`src/rtl/wb_uart_arbiter_if.sv`:
```
// Bus bundle between the two Wishbone masters, the arbiter and the UART macro slave port.
// Latency: none, wires only.
// Backpressure: carried by the Wishbone ack/err handshake; slave modport is the arbiter, master modport is the environment.
interface wb_uart_arbiter_if;
    logic        m0_cyc_i, m0_stb_i, m0_we_i;
    logic [3:0]  m0_sel_i;
    logic [31:0] m0_adr_i, m0_dat_i;
    logic        m0_ack_o, m0_err_o;
    logic [31:0] m0_dat_o;

    logic        m1_cyc_i, m1_stb_i, m1_we_i;
    logic [3:0]  m1_sel_i;
    logic [31:0] m1_adr_i, m1_dat_i;
    logic        m1_ack_o, m1_err_o;
    logic [31:0] m1_dat_o;

    logic        s_cyc_o, s_stb_o, s_we_o;
    logic [3:0]  s_sel_o;
    logic [31:0] s_adr_o, s_dat_o;
    logic        s_ack_i;
    logic [31:0] s_dat_i;

    logic [1:0]  gnt_o;
    logic        timeout_o;

    // Arbiter view: masters and UART responses in, routed bus and status out.
    modport slave (
        input  m0_cyc_i, m0_stb_i, m0_we_i, m0_sel_i, m0_adr_i, m0_dat_i,
        output m0_ack_o, m0_err_o, m0_dat_o,
        input  m1_cyc_i, m1_stb_i, m1_we_i, m1_sel_i, m1_adr_i, m1_dat_i,
        output m1_ack_o, m1_err_o, m1_dat_o,
        output s_cyc_o, s_stb_o, s_we_o, s_sel_o, s_adr_o, s_dat_o,
        input  s_ack_i, s_dat_i,
        output gnt_o, timeout_o
    );

    // Environment view: drives the masters and the UART responses.
    modport master (
        output m0_cyc_i, m0_stb_i, m0_we_i, m0_sel_i, m0_adr_i, m0_dat_i,
        input  m0_ack_o, m0_err_o, m0_dat_o,
        output m1_cyc_i, m1_stb_i, m1_we_i, m1_sel_i, m1_adr_i, m1_dat_i,
        input  m1_ack_o, m1_err_o, m1_dat_o,
        input  s_cyc_o, s_stb_o, s_we_o, s_sel_o, s_adr_o, s_dat_o,
        output s_ack_i, s_dat_i,
        input  gnt_o, timeout_o
    );
endinterface

```
`src/rtl/wb_uart_arbiter.sv`:
```
// Round-robin two-master Wishbone arbiter for the UART macro; grant held for a whole cyc. Optional watchdog: ARB_TIMEOUT_EN.
// Latency: one cycle request-to-grant; address/data/ack pass through combinationally while granted.
// Backpressure: the losing master stalls with its request held; with ARB_TIMEOUT_EN a stalled strobe is aborted with err.
module wb_uart_arbiter #(
    parameter int TIMEOUT_CYCLES = 255,
    parameter int TO_W           = 8
) (
    input  logic             wb_clk_i,
    input  logic             wb_rst_n_i,
    wb_uart_arbiter_if.slave bus
);

`ifdef ARB_TIMEOUT_EN
    typedef enum logic [1:0] {IDLE = 2'd0, BUSY = 2'd1, ABORT = 2'd2} state_t;
`else
    typedef enum logic [1:0] {IDLE = 2'd0, BUSY = 2'd1} state_t;
`endif

    state_t      state, state_nxt;
    // last_grant doubles as the current owner while BUSY/ABORT
    logic        last_grant, last_grant_nxt;
    logic        req0, req1, busy, hit;
    logic        k_cyc, k_stb, k_we;
    logic [3:0]  k_sel;
    logic [31:0] k_adr, k_dat;

    assign req0  = bus.m0_cyc_i & bus.m0_stb_i;
    assign req1  = bus.m1_cyc_i & bus.m1_stb_i;
    assign busy  = (state == BUSY);

    assign k_cyc = last_grant ? bus.m1_cyc_i : bus.m0_cyc_i;
    assign k_stb = last_grant ? bus.m1_stb_i : bus.m0_stb_i;
    assign k_we  = last_grant ? bus.m1_we_i  : bus.m0_we_i;
    assign k_sel = last_grant ? bus.m1_sel_i : bus.m0_sel_i;
    assign k_adr = last_grant ? bus.m1_adr_i : bus.m0_adr_i;
    assign k_dat = last_grant ? bus.m1_dat_i : bus.m0_dat_i;

    assign bus.gnt_o = (state == IDLE) ? 2'b00 : (last_grant ? 2'b10 : 2'b01);

`ifdef ARB_TIMEOUT_EN
    logic [TO_W-1:0] wd_cnt, wd_cnt_nxt;
    logic            timeout_q;

    // An ack in the limit cycle wins, so the abort needs the ack to be absent
    assign hit = busy & k_stb & ~bus.s_ack_i & (wd_cnt == TO_W'(TIMEOUT_CYCLES - 1));

    // Watchdog next value: count consecutive unacknowledged strobe cycles, else clear
    always_comb begin
        wd_cnt_nxt = '0;
        if (busy && !hit && k_cyc && k_stb && !bus.s_ack_i) begin
            wd_cnt_nxt = wd_cnt + 1'b1;
        end
    end

    // Watchdog counter and sticky timeout flag
    always_ff @(posedge wb_clk_i or negedge wb_rst_n_i) begin
        if (!wb_rst_n_i) begin
            wd_cnt    <= '0;
            timeout_q <= 1'b0;
        end else begin
            wd_cnt <= wd_cnt_nxt;
            if (hit) begin
                timeout_q <= 1'b1;
            end
        end
    end

    assign bus.timeout_o = timeout_q;
`else
    logic unused_cfg;
    assign unused_cfg    = ^{TIMEOUT_CYCLES, TO_W};
    assign hit           = 1'b0;
    assign bus.timeout_o = 1'b0;
`endif

    // State and owner registers; m0 wins the first tie after reset
    always_ff @(posedge wb_clk_i or negedge wb_rst_n_i) begin
        if (!wb_rst_n_i) begin
            state      <= IDLE;
            last_grant <= 1'b1;
        end else begin
            state      <= state_nxt;
            last_grant <= last_grant_nxt;
        end
    end

    // Next state: round-robin pick in IDLE, hold the grant until the owner drops cyc
    always_comb begin
        state_nxt      = state;
        last_grant_nxt = last_grant;
        case (state)
            IDLE: begin
                if (req0 || req1) begin
                    last_grant_nxt = (req0 && req1) ? ~last_grant : req1;
                    state_nxt      = BUSY;
                end
            end
            BUSY: begin
`ifdef ARB_TIMEOUT_EN
                if (hit) begin
                    state_nxt = ABORT;
                end else
`endif
                if (!k_cyc) begin
                    state_nxt = IDLE;
                end
            end
            default: state_nxt = IDLE;
        endcase
    end

    // Route the owner's request to the UART and its response back; everything else reads 0
    always_comb begin
        bus.s_cyc_o  = 1'b0;
        bus.s_stb_o  = 1'b0;
        bus.s_we_o   = 1'b0;
        bus.s_sel_o  = 4'h0;
        bus.s_adr_o  = 32'h0;
        bus.s_dat_o  = 32'h0;
        bus.m0_ack_o = 1'b0;
        bus.m0_err_o = 1'b0;
        bus.m0_dat_o = 32'h0;
        bus.m1_ack_o = 1'b0;
        bus.m1_err_o = 1'b0;
        bus.m1_dat_o = 32'h0;
        if (busy) begin
            bus.s_cyc_o = k_cyc & ~hit;
            bus.s_stb_o = k_stb & ~hit;
            bus.s_we_o  = k_we;
            bus.s_sel_o = k_sel;
            bus.s_adr_o = k_adr;
            bus.s_dat_o = k_dat;
            if (last_grant) begin
                bus.m1_ack_o = bus.s_ack_i & k_cyc;
                bus.m1_err_o = hit;
                bus.m1_dat_o = bus.s_dat_i;
            end else begin
                bus.m0_ack_o = bus.s_ack_i & k_cyc;
                bus.m0_err_o = hit;
                bus.m0_dat_o = bus.s_dat_i;
            end
        end
    end

endmodule

```
`src/flat_wrapper.sv`:
```
// flat-port wrapper written by rule: the top's interface ports become plain ports
module wb_uart_arbiter_flat 
#(
    parameter int TIMEOUT_CYCLES = 255,
    parameter int TO_W           = 8
)
  (wb_clk_i, wb_rst_n_i, bus_m0_cyc_i, bus_m0_stb_i, bus_m0_we_i, bus_m0_sel_i, bus_m0_adr_i, bus_m0_dat_i, bus_m0_ack_o, bus_m0_err_o, bus_m0_dat_o, bus_m1_cyc_i, bus_m1_stb_i, bus_m1_we_i, bus_m1_sel_i, bus_m1_adr_i, bus_m1_dat_i, bus_m1_ack_o, bus_m1_err_o, bus_m1_dat_o, bus_s_cyc_o, bus_s_stb_o, bus_s_we_o, bus_s_sel_o, bus_s_adr_o, bus_s_dat_o, bus_s_ack_i, bus_s_dat_i, bus_gnt_o, bus_timeout_o);
  wb_uart_arbiter_if bus_i ();
  input  logic wb_clk_i;
  input  logic wb_rst_n_i;
  input wire logic [$bits(bus_i.m0_cyc_i)-1:0] bus_m0_cyc_i;
  input wire logic [$bits(bus_i.m0_stb_i)-1:0] bus_m0_stb_i;
  input wire logic [$bits(bus_i.m0_we_i)-1:0] bus_m0_we_i;
  input wire logic [$bits(bus_i.m0_sel_i)-1:0] bus_m0_sel_i;
  input wire logic [$bits(bus_i.m0_adr_i)-1:0] bus_m0_adr_i;
  input wire logic [$bits(bus_i.m0_dat_i)-1:0] bus_m0_dat_i;
  output wire logic [$bits(bus_i.m0_ack_o)-1:0] bus_m0_ack_o;
  output wire logic [$bits(bus_i.m0_err_o)-1:0] bus_m0_err_o;
  output wire logic [$bits(bus_i.m0_dat_o)-1:0] bus_m0_dat_o;
  input wire logic [$bits(bus_i.m1_cyc_i)-1:0] bus_m1_cyc_i;
  input wire logic [$bits(bus_i.m1_stb_i)-1:0] bus_m1_stb_i;
  input wire logic [$bits(bus_i.m1_we_i)-1:0] bus_m1_we_i;
  input wire logic [$bits(bus_i.m1_sel_i)-1:0] bus_m1_sel_i;
  input wire logic [$bits(bus_i.m1_adr_i)-1:0] bus_m1_adr_i;
  input wire logic [$bits(bus_i.m1_dat_i)-1:0] bus_m1_dat_i;
  output wire logic [$bits(bus_i.m1_ack_o)-1:0] bus_m1_ack_o;
  output wire logic [$bits(bus_i.m1_err_o)-1:0] bus_m1_err_o;
  output wire logic [$bits(bus_i.m1_dat_o)-1:0] bus_m1_dat_o;
  output wire logic [$bits(bus_i.s_cyc_o)-1:0] bus_s_cyc_o;
  output wire logic [$bits(bus_i.s_stb_o)-1:0] bus_s_stb_o;
  output wire logic [$bits(bus_i.s_we_o)-1:0] bus_s_we_o;
  output wire logic [$bits(bus_i.s_sel_o)-1:0] bus_s_sel_o;
  output wire logic [$bits(bus_i.s_adr_o)-1:0] bus_s_adr_o;
  output wire logic [$bits(bus_i.s_dat_o)-1:0] bus_s_dat_o;
  input wire logic [$bits(bus_i.s_ack_i)-1:0] bus_s_ack_i;
  input wire logic [$bits(bus_i.s_dat_i)-1:0] bus_s_dat_i;
  output wire logic [$bits(bus_i.gnt_o)-1:0] bus_gnt_o;
  output wire logic [$bits(bus_i.timeout_o)-1:0] bus_timeout_o;
  assign bus_i.m0_cyc_i = bus_m0_cyc_i;
  assign bus_i.m0_stb_i = bus_m0_stb_i;
  assign bus_i.m0_we_i = bus_m0_we_i;
  assign bus_i.m0_sel_i = bus_m0_sel_i;
  assign bus_i.m0_adr_i = bus_m0_adr_i;
  assign bus_i.m0_dat_i = bus_m0_dat_i;
  assign bus_m0_ack_o = bus_i.m0_ack_o;
  assign bus_m0_err_o = bus_i.m0_err_o;
  assign bus_m0_dat_o = bus_i.m0_dat_o;
  assign bus_i.m1_cyc_i = bus_m1_cyc_i;
  assign bus_i.m1_stb_i = bus_m1_stb_i;
  assign bus_i.m1_we_i = bus_m1_we_i;
  assign bus_i.m1_sel_i = bus_m1_sel_i;
  assign bus_i.m1_adr_i = bus_m1_adr_i;
  assign bus_i.m1_dat_i = bus_m1_dat_i;
  assign bus_m1_ack_o = bus_i.m1_ack_o;
  assign bus_m1_err_o = bus_i.m1_err_o;
  assign bus_m1_dat_o = bus_i.m1_dat_o;
  assign bus_s_cyc_o = bus_i.s_cyc_o;
  assign bus_s_stb_o = bus_i.s_stb_o;
  assign bus_s_we_o = bus_i.s_we_o;
  assign bus_s_sel_o = bus_i.s_sel_o;
  assign bus_s_adr_o = bus_i.s_adr_o;
  assign bus_s_dat_o = bus_i.s_dat_o;
  assign bus_i.s_ack_i = bus_s_ack_i;
  assign bus_i.s_dat_i = bus_s_dat_i;
  assign bus_gnt_o = bus_i.gnt_o;
  assign bus_timeout_o = bus_i.timeout_o;
  wb_uart_arbiter #(.TIMEOUT_CYCLES(TIMEOUT_CYCLES), .TO_W(TO_W)) u_core (.wb_clk_i(wb_clk_i), .wb_rst_n_i(wb_rst_n_i), .bus(bus_i));
endmodule
```
`config.mk`:
```
export PLATFORM = sky130hd
export DESIGN_NAME = wb_uart_arbiter_flat
export DESIGN_NICKNAME = d
export VERILOG_FILES = /design/src/rtl/wb_uart_arbiter_if.sv /design/src/rtl/wb_uart_arbiter.sv /design/src/flat_wrapper.sv
export SDC_FILE = /design/constraint.sdc
export NUM_CORES = 1
export LEC_CHECK = 0
export ABC_AREA = 1
export BUFFER_PORTS_ARGS = -buffer_cell sky130_fd_sc_hd__buf_2
export CORE_AREA = 2 2 123 125
export DETAILED_ROUTE_END_ITERATION = 8
export DIE_AREA = 0 0 125 127
export SLEW_MARGIN = 40
export SYNTH_ARGS = -nofsm -noshare
export SYNTH_HDL_FRONTEND = slang
export SYNTH_SLANG_ARGS = --single-unit
```
`constraint.sdc`:
```
create_clock -name wb_clk_i -period 3.57 [get_ports wb_clk_i]
set_input_delay 0.5355 -clock wb_clk_i [delete_from_list [all_inputs] [get_ports wb_clk_i]]
set_output_delay 0.5355 -clock wb_clk_i [all_outputs]
set_load 0.1 [all_outputs]
```
Yosys cells after proc, flatten, opt, wreduce, memory -nomap -nowiden --
Cells that the tools add are included.
Word-level totals: flip-flop bits (word level) 3, bits of input ports 177
Cells by class: equal/unequal tests 3, multiplexer cells 26, bitwise logic cells 4, reduce and logical (&&, ||, !) cells 5
Operators with widths (number):
- 32-bit two-way mux | 8
- 1-bit two-way mux | 11
- 2-bit two-way mux | 4
- 4-bit two-way mux | 2
- 2-bit != test, second input constant | 2
- 2-bit case mux with 2 select lines | 1
- 2-bit AND reduction | 2
- 1-bit AND | 3
- 2-bit by 1-bit equality test with 1-bit output, second input constant | 1
- 2-bit zero test | 1
- 1-bit logical AND | 1
- 1-bit logical OR | 1
- 1-bit inverter | 1

Depth between registers and ports, before layout --
Gate-level depths: netlist of the first run.
depth after elaboration 4, mapped depth 6, gate-level depth less buffers 5

Worst setup path after synthesis of the first run --
No wires, ideal clock.
path type register to output, start register u_core.last_grant, end output bus_m1_dat_o[10], arrival 2.060 ns, setup slack 0.974 ns, cell stages (with the launch flop) 4, path through dfstp_2 -> nand2_2 -> buf_2 -> nor2_1
On the way: cells in the longest elaborated chain, start to end 2
Ends and longest elaborated chain:
- start: declaration | line wb_uart_arbiter.sv:21 | logic last_grant, last_grant_nxt;
- start signal: assignment | line wb_uart_arbiter.sv:83 | last_grant <= last_grant_nxt;
- 32-bit two-way mux | line wb_uart_arbiter.sv:133 | if (last_grant) begin
- 32-bit two-way mux | line wb_uart_arbiter.sv:126 | if (busy) begin
- end: declaration | line flat_wrapper.sv:28 | output wire logic [$bits(bus_i.m1_dat_o)-1:0] bus_m1_dat_o;
No other way between the ends.

Worst setup path in the final report of the first run --
start register u_core.last_grant, end output bus_s_dat_o[20]
On the way: cells in the longest elaborated chain, start to end 2
Ends and longest elaborated chain:
- 32-bit two-way mux | line wb_uart_arbiter.sv:36 | assign k_dat = last_grant ? bus.m1_dat_i : bus.m0_dat_i;
- 32-bit two-way mux | line wb_uart_arbiter.sv:126
- end: declaration | line flat_wrapper.sv:34 | output wire logic [$bits(bus_i.s_dat_o)-1:0] bus_s_dat_o;
No other way between the ends.

==> out/metrics.cfg, run 1 <==
[outcome]
status=completed

[grt]
grt_pass1_vias=2746
grt_usage_pct=10.1
grt-ovfl-total=0
grt_max_degree=66
antenna_found_initial=0
grt_pass1_wl_mm=13.3

[sta]
skew_ps=1.02
tightest_slew_ps=519
min_period_ps=2500
finalHoldViolCount=0
holdWs_ps=96.0
finalCritPeriodShare_pct=70.0
fmax_ghz=0.400
maxSlewViolCount=0
setup_viol=0
slew_headroom_pct=65.6
rsz0062_at_grt=false
finalSetupTns_ps=0

[clocking]
cts_num_sinks=2
cts_buffer_depth=2
clock-root-buffer=clkbuf_16
cts_setup_buffers=0
cts_hold_buffers=0
cts_buffers=3
htreeDepth=1
post_cts_resized=0
tritoncts=yes
insertion_delay_ps=220
clk_pin_slew_worst_paths_ps=30

[worst_setup_path]
start_kind=flip-flop
r2r-start=u_core.last_grant
cp_slowest_cell=dfstp_2
cp.arrival_ps=1960
crit_path_start=u_core.last_grant
critPathMaxStageDelay_ps=540
crit_top_cell=nand2_1
cp_cell_sequence=nand2_2 -> clkinv_4 -> buf_4 -> nand2_1 -> nand2_1 -> buf_2
path_max_fanout=65
critPathKind=flip-flop to output port
cpLargestDelayFamily=buffers and inverters
crit_buf_inv=3
required_ps=3030
cp-end-kind=output port

[min_path]
hold_class=input pin to asynchronous set/reset pin

[flow_run]
drv_cap=0

[floorplanning]
start_util_pct=10.0
die_h_um=127
rows=44
coreArea_mm2=0.0144
ios=319
dieWidth_um=125
die-area_mm2=0.0159

[routing]
viasPerCell=3.66
detail_route.first_pass.iterations=6
post-route-drc-count=0
vias=3080
drt_iter0_drc=94
wl_per_cell_um=11.0
ant_nets=0
wl_mm=9.22

[cells_and_area]
diodes=0
drive_gt1_share_pct=49.8
stdcell_count=841
final_common_cell=buf_2
area_growth_pct=125
layout_common_cells=buf_2 (315), nand2_1 (218), nor2_1 (66)
final_util_pct=22.5
layout.nets=835

[placement]
placed_cells=837
gp_congestion=0.761
io_buffers=315
place_hpwl_mm=7.94

[logic_synthesis]
yosysWarningCount=0
netlist-cell-type-count=14
ys_seq_area_share_pct=3.56
netlist_instances=355
synth-seq-cells=2
avgSynthCellArea_um2=4.06
synth_area_mm2=0.00144

-- final cells by class --
class	count	area (µm²)
Inverter	39	151
Sequential cell	2	51.3
Clock buffer	4	78.8
Multi-Input combinational cell	293	1110
Timing Repair Buffer	319	1620
Tap cell	184	230
Fill cell	1674	11200
-- Yosys cell counts --
master,n,area share [%]
nand2_2,2,0.87
conb_1,1,0.26
dfrtp_1,1,1.7
buf_2,13,4.5
nand2_1,218,57
nand4_1,1,0.43
buf_4,10,5.2
dfstp_2,1,1.8
nand3_1,2,0.69
clkinv_2,1,0.35
inv_2,1,0.26
nor2_1,66,17
inv_1,37,9.6
o21ai_0,1,0.35
-- cell families after synthesis --
| group | share of synthesized area [%] |
|---|---|
| AO/OA/AOI/OAI | 0.347 |
| AND/OR/NAND/NOR | 75.9 |
| buffers and inverters | 19.9 |
| other | 0.260 |
| flip-flops | 3.56 |
-- registers in the layout (all words and copies together), names as in the netlist --
| register | count |
|---|---|
| u_core.last_grant | 1 |
| u_core.state | 1 |
-- per-layer routing --
metal  vias to the layer above  track usage [%]  share of wire [%]
li1                       1610                -                  -
met1                      1270             10.7                 38
met2                       196             20.9                 52
met3                         4             2.09                9.6
met4                         0             1.31               0.70
met5                         -                0                  0
-- through the flow --
step	cell area [µm²]	setup slack, ps
3_5_place_dp	3160	1270
5_1_grt	3240	923
3_3_place_gp	3160	967
2_1_floorplan	1450	974
4_1_cts	3240	1040
6_report	3240	1070
-- path summary, 6_finish.rpt --
check                           depth (start not counted)                end  slack (ps)
worst min-delay path                                    1    u_core.state[0]         100
max in group asynchronous                               1  u_core.last_grant        3290
worst min register to register                          2  u_core.last_grant         500
min in group wb_clk_i                                   2  u_core.last_grant         500
worst max-delay path                                    6    bus_s_dat_o[20]        1070
worst max register to register                          4    u_core.state[0]        2620
Power of run 1 is left out: the tool's default activity adds up to more than one toggle a clock period on the data nets, which glitch-free logic cannot reach.
==> inputs of run 2 (changes only) <==
CORE_AREA = 2 2 124 126   (was 2 2 123 125)
DIE_AREA = 0 0 126 128   (was 0 0 125 127)
clock period = 2.5 ns   (was 3.57 ns; I/O delays follow)
==> run 2 against run 1 <==
  * Clock-buffer cell count did not move
  * Core utilization is 0.20 points higher
  * Wire length fell by 12%
  * Register-to-register slack got worse by 1000 ps
  * Via count down 2.9%
  * First-iteration DRC count shrank 9.6%
  * Sequential share of layout area fell by 0.060 points
  * Non-clock buffer count up 3
  * Flip-flop and latch count unchanged
  * Critical endpoint is now bus_s_adr_o[3]
  * Highest routed layer unchanged
==> out/metrics.cfg, run 2 (synthesis gave the netlist of run 1 again) <==
[outcome]
status=completed

[placement]
gp_congestion=0.753
placed_cells=843
place_hpwl_mm=6.93
io_buffers=315

[grt]
grt_max_degree=42
grt-ovfl-total=0
antenna_found_initial=0
grt_pass1_wl_mm=11.3
grt_pass1_vias=2409
grt_usage_pct=8.51

[sta]
finalCritPeriodShare_pct=89.1
min_period_ps=2230
finalHoldViolCount=0
skew_ps=6.02
setup_viol=0
rsz0062_at_grt=false
fmax_ghz=0.449
maxSlewViolCount=0
finalSetupTns_ps=0

[min_path]
holdCritStartpoint=bus_m1_cyc_i
min_to=u_core.last_grant
whs_path_depth=3
hold_class=input pin to flip-flop

[routing]
ant_nets=0
detail_route.first_pass.iterations=4
drt_iter0_drc=85
wl_per_cell_um=9.57
viasPerCell=3.53
vias=2990
post-route-drc-count=0
wl_mm=8.11

[worst_setup_path]
cp_slowest_cell=dfstp_2
path_max_fanout=34
critPathKind=flip-flop to output port
cp-end-kind=output port
critPathMaxStageDelay_ps=540
cp_cell_sequence=nand2_2 -> clkinv_2 -> buf_12 -> nand2_1 -> nand2_1 -> buf_2
required_ps=2120
reg2reg_depth=4
start_kind=flip-flop
crit_top_cell=nand2_1
r2r-end=u_core.state[0]
cp.arrival_ps=1850
r2r-start=u_core.last_grant
r2r_setup_slack_ps=1580

[floorplanning]
ios=319
dieWidth_um=126
rows=45
start_util_pct=9.71
die-area_mm2=0.0161
coreArea_mm2=0.0149
die_h_um=128

[cells_and_area]
diodes=0
area_growth_pct=134
drive_gt1_share_pct=49.8
top_regs=u_core.last_grant: 1 flops, u_core.state: 1 flops
stdcell_count=848
fillers=1743
layout_common_cells=buf_2 (309), nand2_1 (218), nor2_1 (66)
layout.nets=838
final_common_cell=buf_2

[clocking]
htreeDepth=1
cts_num_sinks=2
post_cts_resized=0
cts_buffers=3
tritoncts=yes
cts_buffer_depth=2
clock-root-buffer=clkbuf_16
insertion_delay_ps=220
clk_pin_slew_worst_paths_ps=30

[flow_run]
drv_cap=0

run 2: cell count changes in the layout (fill, tap and decap cells not counted):
| cell | delta |
|---|---|
| dlygate4sd3_1 | +1 |
| buf_4 | +1 |
| buf_12 | +7 |
| buf_2 | -6 |
| clkinv_2 | +1 |
| clkinv_4 | -1 |
run 2: layer usage:
layer	track usage, %	up-vias	share of wire, %
met5	0	-	0
met4	1.49	0	0.54
met3	1.38	2	8.1
met2	16.9	161	52
met1	9.59	1212	39
li1	-	1615	-
run 2: cell type report:
class / instances / area (µm²) / share of cell area (%)
clock buffers: 4 / 78.8 / 2.34
well taps: 188 / 235 / 6.98
inverters: 39 / 148 / 4.38
flip-flops and latches: 2 / 51.3 / 1.52
multi-input cells: 293 / 1110 / 33.0
repair buffers: 322 / 1750 / 51.8
run 2: worst max-delay path, delay by kind of cell (launching register included):
kind / cells / cell delay (ps)
buffers and inverters: 3 / 860
flip-flops: 1 / 540
AND/OR/NAND/NOR: 3 / 220
run 2: how the worst max path moves through the flow:
stage	from	endpoint	slack, ps	depth (start not counted)
global placement	u_core.last_grant	bus_s_dat_o[30]	470	7
CTS	u_core.last_grant	bus_s_adr_o[3]	250	6
finish	u_core.last_grant	bus_s_adr_o[3]	270	6
global route	u_core.last_grant	bus_s_adr_o[15]	160	6
detailed placement	u_core.last_grant	bus_s_adr_o[3]	490	6
floorplan	u_core.last_grant	bus_m1_dat_o[10]	60	3
run 2: stage by stage:
step                instance area, µm²  setup slack (ps)  utilization (%)  hold slack [ps]
global placement                  3280               471             22.1              164
floorplan                         1450              64.6                -             79.4
detailed placement                3280               489             22.1              165
CTS                               3370               255             22.7              420
finish                            3370               273             22.7              417
global route                      3370               161             22.7              437
run 2: timing repair:
| item | in CTS | in global routing |
|---|---|---|
| hold buffers | 1 | 0 |
| endpoints found under the hold margin | 1 | 0 |
| buffers inserted | 0 | 0 |
Power of run 2 is left out for the same reason.
